## config.mk

```make
export PLATFORM = sky130hd
export DESIGN_NAME = psg_mix_scheduler
export DESIGN_NICKNAME = d
export VERILOG_FILES = /design/src/rtl/psg_mix_scheduler.sv
export SDC_FILE = /design/constraint.sdc
export NUM_CORES = 1
export LEC_CHECK = 0
export CORE_UTILIZATION = 45
export DETAILED_ROUTE_END_ITERATION = 12
export PLACE_DENSITY = 0.82
export SETUP_SLACK_MARGIN = 0.02
export SLEW_MARGIN = 20
export SYNTH_ARGS = -nofsm -noshare
export SYNTH_HDL_FRONTEND = slang
export SYNTH_SLANG_ARGS = --single-unit
```

## constraint.sdc

```tcl
create_clock -name clk -period 6.3 [get_ports clk]
set_clock_uncertainty 0.15 [all_clocks]
set_input_delay 1.26 -clock clk [delete_from_list [all_inputs] [get_ports clk]]
set_output_delay 1.26 -clock clk [all_outputs]
set_load 0.005 [all_outputs]
```

## src/rtl/psg_mix_scheduler.sv

```systemverilog
// psg_mix_scheduler: shares one attenuation lookup across all PSG channels.
// On each sample_tick, every channel's level and attenuation control are
// snapshotted. The block then walks through them one channel per clock and
// feeds each to the external attenuator. The returned volumes are summed, and
// the mixed sample is emitted with a one-cycle valid strobe.
//
// Ports:
//   clk, rst_n       clock, asynchronous active-low reset
//   sample_tick      single-cycle request to start a mixing pass
//   channel_level    waveform bit per channel (bit k = channel k)
//   channel_att      attenuation per channel, channel k at [k*CONTROL_BITS +: CONTROL_BITS]
//   att_in           level driven to the shared attenuator (registered)
//   att_control      control driven to the shared attenuator (registered)
//   att_volume       combinational volume returned by the attenuator
//   sample           mixed sample, held between passes
//   sample_valid     one-cycle pulse when sample updates
//   busy             high while a pass is in progress
//   tick_dropped     one-cycle pulse when sample_tick arrives while busy
module psg_mix_scheduler #(
  parameter int unsigned CHANNELS     = 4,
  parameter int unsigned CONTROL_BITS = 4,
  parameter int unsigned VOLUME_BITS  = 15,
  parameter int unsigned SAMPLE_BITS  = VOLUME_BITS + $clog2(CHANNELS)
) (
  input  logic                             clk,
  input  logic                             rst_n,
  input  logic                             sample_tick,
  input  logic [CHANNELS-1:0]              channel_level,
  input  logic [CHANNELS*CONTROL_BITS-1:0] channel_att,
  output logic                             att_in,
  output logic [CONTROL_BITS-1:0]          att_control,
  input  logic [VOLUME_BITS-1:0]           att_volume,
  output logic [SAMPLE_BITS-1:0]           sample,
  output logic                             sample_valid,
  output logic                             busy,
  output logic                             tick_dropped
);

  localparam int unsigned IdxW = $clog2(CHANNELS);
  localparam logic [IdxW-1:0] LastIdx = IdxW'(CHANNELS - 1);

  typedef enum logic {StIdle, StScan} state_e;

  state_e                           state_q, state_d;
  logic [IdxW-1:0]                  idx_q, idx_d;
  logic [SAMPLE_BITS-1:0]           acc_q, acc_d;
  logic [CHANNELS-1:0]              lvl_snap_q, lvl_snap_d;
  logic [CHANNELS*CONTROL_BITS-1:0] att_snap_q, att_snap_d;
  logic [SAMPLE_BITS-1:0]           sample_q, sample_d;
  logic                             valid_q, valid_d;
  logic                             busy_q, busy_d;
  logic                             drop_q, drop_d;
  logic                             att_in_q, att_in_d;
  logic [CONTROL_BITS-1:0]          att_ctrl_q, att_ctrl_d;

  logic [IdxW-1:0]        idx_next;
  logic [SAMPLE_BITS-1:0] vol_ext;

  assign idx_next = idx_q + 1'b1;
  assign vol_ext  = {{(SAMPLE_BITS - VOLUME_BITS){1'b0}}, att_volume};

  always_comb begin
    state_d    = state_q;
    idx_d      = idx_q;
    acc_d      = acc_q;
    lvl_snap_d = lvl_snap_q;
    att_snap_d = att_snap_q;
    sample_d   = sample_q;
    valid_d    = 1'b0;
    busy_d     = busy_q;
    drop_d     = sample_tick & busy_q;
    att_in_d   = att_in_q;
    att_ctrl_d = att_ctrl_q;

    unique case (state_q)
      StIdle: begin
        att_in_d   = 1'b0;
        att_ctrl_d = '1;
        if (sample_tick) begin
          lvl_snap_d = channel_level;
          att_snap_d = channel_att;
          acc_d      = '0;
          idx_d      = '0;
          busy_d     = 1'b1;
          state_d    = StScan;
          // Present channel 0 straight from the inputs; it matches the snapshot.
          att_in_d   = channel_level[0];
          att_ctrl_d = channel_att[CONTROL_BITS-1:0];
        end
      end
      StScan: begin
        acc_d = acc_q + vol_ext;
        idx_d = idx_next;
        if (idx_q == LastIdx) begin
          sample_d   = acc_q + vol_ext;
          valid_d    = 1'b1;
          busy_d     = 1'b0;
          state_d    = StIdle;
          idx_d      = '0;
          att_in_d   = 1'b0;
          att_ctrl_d = '1;
        end else begin
          att_in_d   = lvl_snap_q[idx_next];
          att_ctrl_d = att_snap_q[int'(idx_next)*CONTROL_BITS +: CONTROL_BITS];
        end
      end
    endcase
  end

  always_ff @(posedge clk or negedge rst_n) begin
    if (!rst_n) begin
      state_q    <= StIdle;
      idx_q      <= '0;
      acc_q      <= '0;
      lvl_snap_q <= '0;
      att_snap_q <= '0;
      sample_q   <= '0;
      valid_q    <= 1'b0;
      busy_q     <= 1'b0;
      drop_q     <= 1'b0;
      att_in_q   <= 1'b0;
      att_ctrl_q <= '1;
    end else begin
      state_q    <= state_d;
      idx_q      <= idx_d;
      acc_q      <= acc_d;
      lvl_snap_q <= lvl_snap_d;
      att_snap_q <= att_snap_d;
      sample_q   <= sample_d;
      valid_q    <= valid_d;
      busy_q     <= busy_d;
      drop_q     <= drop_d;
      att_in_q   <= att_in_d;
      att_ctrl_q <= att_ctrl_d;
    end
  end

  assign att_in       = att_in_q;
  assign att_control  = att_ctrl_q;
  assign sample       = sample_q;
  assign sample_valid = valid_q;
  assign busy         = busy_q;
  assign tick_dropped = drop_q;

endmodule

```

==> results_dict.tcl, run 1 <==
set metrics [dict create \
    timing.critical_path.max_delay_family "adder cells" \
    grt_util_all_layers 0.212 \
    flow.area_growth_from_synthesis_pct 27.4 \
    r2r_start "acc_q[0]" \
    antenna_left 0 \
    dr.pass1.iters 4 \
    insertedDiodeCount 0 \
    finalWirelength_mm 7.20 \
    core-area_sq_mm 0.00691 \
    critical_path.n_buffers_inverters 2 \
    synth.cell_area_sq_mm 0.00327 \
    post_synth_num_cell_types 49 \
    post-route-worst-setup-slack_ps 2900 \
    cts_buffers 9 \
    gr-max-usage-layer "met2" \
    synth.ff_latch_count 65 \
    first_iter_violations 163 \
    floorplan.rows 30 \
    layout_commonest_cell "sky130_fd_sc_hd__nand2_1" \
    crit_path_top_delay_cell "sky130_fd_sc_hd__clkdlybuf4s50_1" \
    pin_count 63 \
    critical_path_class "input port to register" \
    postCtsSetupBuffers 0 \
    fp.dieH_um 87.2 \
    grt_start_max_net_pins 66 \
    hold_path.startpoint "lvl_snap_q[2]" \
    initial_core_utilization 0.473 \
    peakVddDrop_v 0.000242 \
    most-common-layout-cells "sky130_fd_sc_hd__nand2_1 (88), sky130_fd_sc_hd__dfrtp_1 (61), sky130_fd_sc_hd__clkdlybuf4s50_1 (61)" \
    yosys_warnings 0 \
    number_of_global_route_vias_before_repair 2631 \
    crit_fanout 3 \
    worst_ep_arrival_time_ps 3480 \
    detail_route.wl_per_cell_um 14.7 \
    post_cts_resize_count 0 \
    outcome "complete, no violations" \
    timing.setup.tns_ps 0 \
    detail_route.drc_violations 0 \
    finalCriticalPeriod_ps 3400 \
    gr-usage-met2 0.355 \
    hpwlAfterDp_mm 5.06 \
    clk_path_buf_depth 2 \
    finish.instance_area_sq_mm 0.00416 \
    max_clock_freq_mhz 294 \
    worst_setup_start_kind "input port" \
    syn_area_per_cell_sq_um 10.0 \
    tightest_slew_ps 806 \
    num-nets-final 444 \
    setup.worst_path.start "att_volume[0]" \
    number_of_buffers_added_to_fix_hold_violations_after_cts 0 \
    worst_setup_slack_post_dpl_ps 2550 \
    cp.required_ps 6380 \
    worstPathCellList "clkdlybuf4s50_1 > ha_1 > inv_1 > fa_1 > nand2b_1 > a21oi_2 > nor2_1 > o21ai_0 > xor2_1 > mux2_2" \
    share_of_final_layout_standard_cells_stronger_than_drive_strength_1 0.112 \
    grt-ovfl-total 0 \
    replace_congestion 0.832 \
    crit_path_max_incr_delay_ps 460 \
    report.power.total_mw 2.17 \
    root_buffer "sky130_fd_sc_hd__clkbuf_8" \
    clk_latency_ps 350 \
    number_of_antenna_violations_at_the_first_check_in_global_routing 0 \
    power.static_leakage_nw 1.88 \
    cellPowerDensity_mw_per_mm2 523 \
    worst_setup_path_end_kind "register" \
    design.die.area_sq_mm 0.00760 \
    timing.hold.worst.class "register to register" \
    cts_tree "done" \
    detail_route.vias_per_cell 5.31 \
    slew-limit-headroom 0.463 \
    mappedNetlistNets 380 \
    grt_first_pass_wirelength_mm 12.1 \
    synthCells 325 \
    timing_hold_violations_final 0 \
    htree_num_levels 3 \
    count_of_endpoints_failing_setup_in_the_final_report 0 \
    via_count 2596 \
    rsz0062_at_grt "false" \
    gr-usage-met1 0.257 \
    final_max_slew_viol_count 0 \
    max_cap_violations 0 \
    place.port_buffers 62 \
    gr-usage-met3 0.0588 \
    place_area_sq_mm 0.00397 \
    die_x_um 87.2 \
    cts.sink_count 65 \
    min_period_over_period 0.540 \
    clk_pin_slew_ps 70 \
    seq_area_frac_synth 0.500 \
]
worst min-delay path: stages, from the launching register on:
cell,delay (ps)
sky130_fd_sc_hd__dfrtp_1,340
sky130_fd_sc_hd__nand2_1,50
sky130_fd_sc_hd__nand2_1,50
metrics by stage:
stage / utilization / hold WS, ps / cells
detailed placement: 0.575 / 307 / 474
global route: 0.602 / 350 / 489
floorplan: - / 290 / 325
global placement: 0.575 / 304 / 474
finish: 0.602 / 325 / 489
CTS: 0.602 / 325 / 489
report_power, final:
group	switching [mW]	internal [mW]	leakage [nW]	total, mW
Clock	0.163	0.174	0.0911	0.337
Sequential	0.137	0.632	0.790	0.770
Combinational	0.510	0.558	0.994	1.07
Total	0.810	1.36	1.88	2.17
final cells by class:
class                           instances  area [sq um]
Clock buffer                           12           165
Tap cell                               96           120
Timing Repair Buffer                   65           638
Fill cell                             600          2750
Sequential cell                        65          1630
Clock inverter                          3          23.8
Inverter                                9          33.8
Multi-Input combinational cell        239          1550
metal layers:
metal | part of all wire | vias to the layer above
met1 | 0.43 | 1250
met2 | 0.50 | 83
met5 | 0 | -
met4 | 0.011 | 0
met3 | 0.058 | 10
li1 | - | 1253
cells by family (layout without fill, tap and decap cells):
logic type,after synthesis,in the layout,share of synthesized area
and+or+nand+nor,120,120,0.153
AOI/OAI and AO/OA,74,74,0.149
DFF,65,65,0.500
buffers and inverters,21,89,0.0264
adders and majority gates,17,17,0.0674
xor gates and xnor gates,14,14,0.0375
muxes,14,14,0.0667
cell usage after synthesis, drive strengths merged:
cell    instances  area [sq um]
a21o            4          31.3
xor2            7          61.3
o22ai           2          12.5
a22oi           2          15.0
o21a            1          7.51
a22o           11          96.3
clkbuf          9          35.0
fa              1          20.0
a31oi           1          6.26
mux4            5           113
mux2            9           105
dfstp           4           105
nor2           11          41.3
nand4           1          6.26
nor2b           2          12.5
a21oi          16          87.6
a211oi          2          20.0
xnor2           7          61.3
buf             3          17.5
o31ai           1          7.51
nand2b          4          25.0
a41oi           1          8.76
inv             8          30.0
o21ai          24           120
or3             1          6.26
clkinv          1          3.75
nand3           4          25.0
and2            2          13.8
o211ai          3          22.5
o21bai          1          7.51
dfrtp          61          1530
nor3            3          15.0
and3            2          12.5
o31a            1          8.76
o22a            4          35.0
nor4            1          6.26
or2             1          6.26
nand2          88           330
ha             16           200
sequential cells by signal (all words and copies together) (netlist names):
name,flops
acc_q,17
att_control,4
att_in,1
att_snap_q,16
busy,1
idx_q,2
lvl_snap_q,4
sample,17
sample_valid,1
state_q,1
tick_dropped,1
worst paths after layout:
check                                end  slack [ps]  depth (start not counted)
setup / recovery              sample[12]        2900                         10
hold / removal             lvl_snap_q[2]         330                          2
setup reg to reg              sample[12]        3900                          9
hold reg to reg            lvl_snap_q[2]         330                          2
max in group asynchronous       acc_q[8]        4540                          2
min in group asynchronous     sample[10]         910                          2
Power figures use the tool's default switching activity.
==> run 2, diff against run 1 <==
clock period = 3.5 ns   (was 6.3 ns; I/O delays follow)
==> results_dict.tcl, run 2 (synthesis gave the netlist of run 1 again) <==
set metrics [dict create \
    detail_route.drc_violations 0 \
    grt-ovfl-total 0 \
    finalWirelength_mm 7.03 \
    placed_insts 475 \
    die_x_um 87.2 \
    worst_setup_path_end_kind "register" \
    gr-usage-met1 0.259 \
    share_of_final_layout_standard_cells_stronger_than_drive_strength_1 0.116 \
    fp.dieH_um 87.2 \
    core-area_sq_mm 0.00691 \
    num-nets-final 445 \
    finish.cell_count_without_fillers 491 \
    timing_hold_violations_final 0 \
    grt_start_max_net_pins 32 \
    crit_fanout 3 \
    antenna_left 0 \
    min_period_over_period 0.820 \
    slew-limit-headroom 0.472 \
    final_max_slew_viol_count 0 \
    htree_num_levels 3 \
    worst_setup_start_kind "input port" \
    initial_core_utilization 0.473 \
    timing.setup.tns_ps 0 \
    gr-usage-met2 0.356 \
    dr.pass1.iters 4 \
    r2r_start "acc_q[0]" \
    cts_tree "done" \
    insertedDiodeCount 0 \
    replace_congestion 0.822 \
    cts_buffers 9 \
    max_cap_violations 0 \
    tightest_slew_ps 790 \
    power.static_leakage_nw 1.89 \
    cp.required_ps 3570 \
    finish.instance_area_sq_mm 0.00419 \
    flow.area_growth_from_synthesis_pct 28.4 \
    postCtsSetupBuffers 0 \
    cellPowerDensity_mw_per_mm2 945 \
    fill_cells 624 \
    rr_endpoint "sample[8]" \
    gr-max-usage-layer "met2" \
    root_buffer "sky130_fd_sc_hd__clkbuf_8" \
    regArea_sq_mm 0.00163 \
    first_iter_violations 147 \
    cts.sink_count 65 \
    grt_first_pass_wirelength_mm 12.1 \
    clk_latency_ps 340 \
    via_count 2538 \
    grt_util_all_layers 0.209 \
    place_area_sq_mm 0.00398 \
    layout_commonest_cell "sky130_fd_sc_hd__nand2_1" \
    detail_route.vias_per_cell 5.17 \
    finalCriticalPeriod_ps 2870 \
    floorplan.rows 30 \
    most-common-layout-cells "sky130_fd_sc_hd__nand2_1 (88), sky130_fd_sc_hd__dfrtp_1 (61), sky130_fd_sc_hd__clkdlybuf4s50_1 (61)" \
    post_cts_resize_count 0 \
    number_of_global_route_vias_before_repair 2679 \
    place.port_buffers 62 \
    peakVddDrop_v 0.000377 \
    design.die.area_sq_mm 0.00760 \
    report.power.total_mw 3.96 \
    setup.worst_path.start "att_volume[0]" \
    gr-usage-met3 0.0540 \
    timing.hold.worst.class "input port to asynchronous set/reset pin" \
    multiInputGateArea_sq_mm 0.00155 \
    detail_route.wl_per_cell_um 14.3 \
    count_of_endpoints_failing_setup_in_the_final_report 0 \
    clk_pin_slew_ps 80 \
    setup.reg_to_reg.worst_slack_ps 1090 \
    number_of_antenna_violations_at_the_first_check_in_global_routing 0 \
    number_of_buffers_added_to_fix_hold_violations_after_cts 0 \
    clk_path_buf_depth 2 \
    hpwlAfterDp_mm 5.16 \
    rsz0062_at_grt "false" \
    outcome "complete, no violations" \
    max_clock_freq_mhz 349 \
    critical_path_class "input port to register" \
    pin_count 63 \
    reg2regPathDepth 9 \
    worst_ep_arrival_time_ps 2940 \
]
## run 2: changes by cell type in the layout (fill, tap and decap cells not counted), sizes merged
cell,delta
clkinv,+1
buf,+1
inv,-1
bufinv,+1
## run 2: worst max-delay path by stage
stage | to | slack, ps
after floorplan | sample[8] | 970
after global placement | sample[8] | 360
after detailed placement | sample[8] | 270
after CTS | sample[8] | 640
after global routing | sample[8] | 520
final | sample[8] | 630
## run 2: power breakdown
group | switching (mW) | total (mW) | internal, mW | leakage (nW)
logic | 0.906 | 1.91 | 1.00 | 0.999
registers | 0.245 | 1.38 | 1.14 | 0.790
clock network | 0.281 | 0.666 | 0.386 | 0.105
## run 2: per-layer routing
metal / routed length [um] / vias to the layer above
met5: 0 / -
met4: 79 / 0
met3: 346 / 10
met2: 3490 / 58
met1: 3120 / 1217
li1: - / 1253
## run 2: critical path, stage by stage
cell,delay [ps]
sky130_fd_sc_hd__clkdlybuf4s50_1,460
sky130_fd_sc_hd__ha_1,200
sky130_fd_sc_hd__inv_1,70
sky130_fd_sc_hd__fa_1,400
sky130_fd_sc_hd__nand2b_1,200
sky130_fd_sc_hd__a21oi_2,190
sky130_fd_sc_hd__nor2b_1,100
sky130_fd_sc_hd__o21ai_0,220
sky130_fd_sc_hd__xor2_1,120
sky130_fd_sc_hd__mux2_2,280
## run 2: area by class of cell
type | count | share of cell area
clock buffer | 12 | 0.0394
clock inverter | 4 | 0.0119
inverter | 9 | 0.00805
multi-input combinational | 239 | 0.369
sequential | 65 | 0.389
tap | 96 | 0.0286
timing repair buffer | 66 | 0.154
## run 2: through the flow
stage / setup WS [ps] / util / hold WS, ps
after global placement: 361 / 0.576 / 305
after floorplan: 967 / - / 254
final: 631 / 0.607 / 241
after detailed placement: 270 / 0.576 / 311
after CTS: 642 / 0.607 / 253
after global routing: 521 / 0.607 / 300
==> run 3, diff against run 2 <==
clock period = 2.78 ns   (was 3.5 ns; I/O delays follow)
==> results_dict.tcl, run 3 (synthesis gave the netlist of run 1 again) <==
set metrics [dict create \
    report.power.total_mw 5.19 \
    layout.core_utilization 0.625 \
    rsz0062_at_grt "false" \
    flow.area_growth_from_synthesis_pct 32.2 \
    tightest_slew_ps 819 \
    finish.instance_area_sq_mm 0.00432 \
    cts_tree "done" \
    post-route-worst-setup-slack_ps 185 \
    worst_setup_slack_post_dpl_ps -172 \
    fp.dieH_um 87.2 \
    intPower_mw 3.30 \
    clk_pin_slew_ps 80 \
    crit_fanout 3 \
    fin_hold_ws_ps 236 \
    core-area_sq_mm 0.00691 \
    cts.sink_count 65 \
    timing.setup.tns_ps 0 \
    placed_insts 491 \
    root_buffer "sky130_fd_sc_hd__clkbuf_8" \
    timing_hold_violations_final 0 \
    dr.pass1.iters 4 \
    layout_commonest_cell "sky130_fd_sc_hd__nand2_1" \
    place_area_sq_mm 0.00410 \
    first_iter_violations 172 \
    clk_path_buf_depth 2 \
    initial_core_utilization 0.473 \
    timing.hold.worst.class "input port to asynchronous set/reset pin" \
    peakVddDrop_v 0.000545 \
    detail_route.vias_per_cell 5.28 \
    critical_path_class "input port to register" \
    most-common-layout-cells "sky130_fd_sc_hd__nand2_1 (88), sky130_fd_sc_hd__dfrtp_1 (61), sky130_fd_sc_hd__clkdlybuf4s50_1 (61)" \
    grt-ovfl-total 0 \
    max_cap_violations 0 \
    worst_setup_start_kind "input port" \
    power.static_leakage_nw 1.97 \
    clk_latency_ps 350 \
    slew-limit-headroom 0.454 \
    pin_count 63 \
    postCtsSetupBuffers 0 \
    finalWirelength_mm 7.44 \
    max_clock_freq_mhz 385 \
    number_of_buffers_added_to_fix_hold_violations_after_cts 0 \
    hpwlAfterDp_mm 5.27 \
    switchingPower_mw 1.89 \
    via_count 2679 \
    detail_route.wl_per_cell_um 14.7 \
    fill_cells 589 \
    die_x_um 87.2 \
    place.port_buffers 62 \
    count_of_endpoints_failing_setup_in_the_final_report 0 \
    min_period_over_period 0.933 \
    antenna_left 0 \
    sequentialPowerShare 0.338 \
    number_of_global_route_vias_before_repair 2700 \
    number_of_antenna_violations_at_the_first_check_in_global_routing 0 \
    power.combinational.fraction 0.498 \
    htree_num_levels 3 \
    replace_congestion 0.826 \
    finalCriticalPeriod_ps 2600 \
    finish.cell_count_without_fillers 507 \
    reg2regPathDepth 9 \
    design.die.area_sq_mm 0.00760 \
    outcome "complete, no violations" \
    final_max_slew_viol_count 0 \
    share_of_final_layout_standard_cells_stronger_than_drive_strength_1 0.153 \
    power.clock.fraction 0.165 \
    grt_first_pass_wirelength_mm 12.7 \
    cp.required_ps 2860 \
    worst_setup_path_end_kind "register" \
    grt_start_max_net_pins 66 \
    grt_util_all_layers 0.220 \
    num-nets-final 461 \
    netSwitchingFraction 0.365 \
    post_cts_resize_count 0 \
    cellPowerDensity_mw_per_mm2 1200 \
    cts_buffers 9 \
    detail_route.drc_violations 0 \
    insertedDiodeCount 0 \
    worst_ep_arrival_time_ps 2680 \
    floorplan.rows 30 \
]
==> run 3: cell count changes in the layout (fill, tap and decap cells not counted) <==
cell,previous run,this run
sky130_fd_sc_hd__a21oi_2,2,3
sky130_fd_sc_hd__clkinv_2,1,0
sky130_fd_sc_hd__clkbuf_8,12,11
sky130_fd_sc_hd__buf_4,4,20
sky130_fd_sc_hd__inv_6,0,1
sky130_fd_sc_hd__a21oi_1,14,13
sky130_fd_sc_hd__clkinv_4,0,1
==> run 3: worst paths after layout <==
kind / from / to / slack, ps
max in group asynchronous: rst_n / att_snap_q[15] / 1710
setup reg to reg: acc_q[0] / sample[12] / 490
hold / removal: rst_n / acc_q[10] / 240
min in group clk: att_snap_q[3] / att_snap_q[3] / 330
setup / recovery: att_volume[0] / sample[12] / 180
hold reg to reg: att_snap_q[3] / att_snap_q[3] / 330
==> run 3: worst max-delay path: stages <==
cell and delay, ps:
sky130_fd_sc_hd__clkdlybuf4s50_1 460, sky130_fd_sc_hd__ha_1 160, sky130_fd_sc_hd__inv_1 60, sky130_fd_sc_hd__fa_1 380, sky130_fd_sc_hd__nand2b_1 190, sky130_fd_sc_hd__a21oi_2 200
sky130_fd_sc_hd__nor2_1 70, sky130_fd_sc_hd__o21ai_0 220, sky130_fd_sc_hd__xor2_1 110, sky130_fd_sc_hd__mux2_2 280
==> run 3: area by class of cell <==
cell class              instances  area, sq um  share of cell area
inverters                       9         33.8             0.00783
well taps                      96          120              0.0278
repair buffers                 82          766               0.177
flip-flops and latches         65         1630               0.378
clock inverters                 5         62.6              0.0145
clock buffers                  11          151              0.0351
multi-input cells             239         1550               0.359
==> run 3: layer usage <==
| metal | vias to the layer above | wire length, um | GRT usage |
|---|---|---|---|
| met3 | 6 | 408 | 0.0673 |
| met5 | - | 0 | 0 |
| li1 | 1288 | - | - |
| met2 | 81 | 3900 | 0.381 |
| met4 | 0 | 52 | 0.0581 |
| met1 | 1304 | 3090 | 0.267 |
==> run 3: power groups by stage <==
| stage | clock [mW] | combinational (mW) | sequential, mW |
|---|---|---|---|
| floorplan | 0 | 1.70 | 1.65 |
| global placement | 0 | 2.49 | 1.74 |
| detailed placement | 0 | 2.58 | 1.77 |
| CTS | 0.868 | 2.60 | 1.76 |
| global route | 0.910 | 2.88 | 1.81 |
| finish | 0.854 | 2.58 | 1.75 |
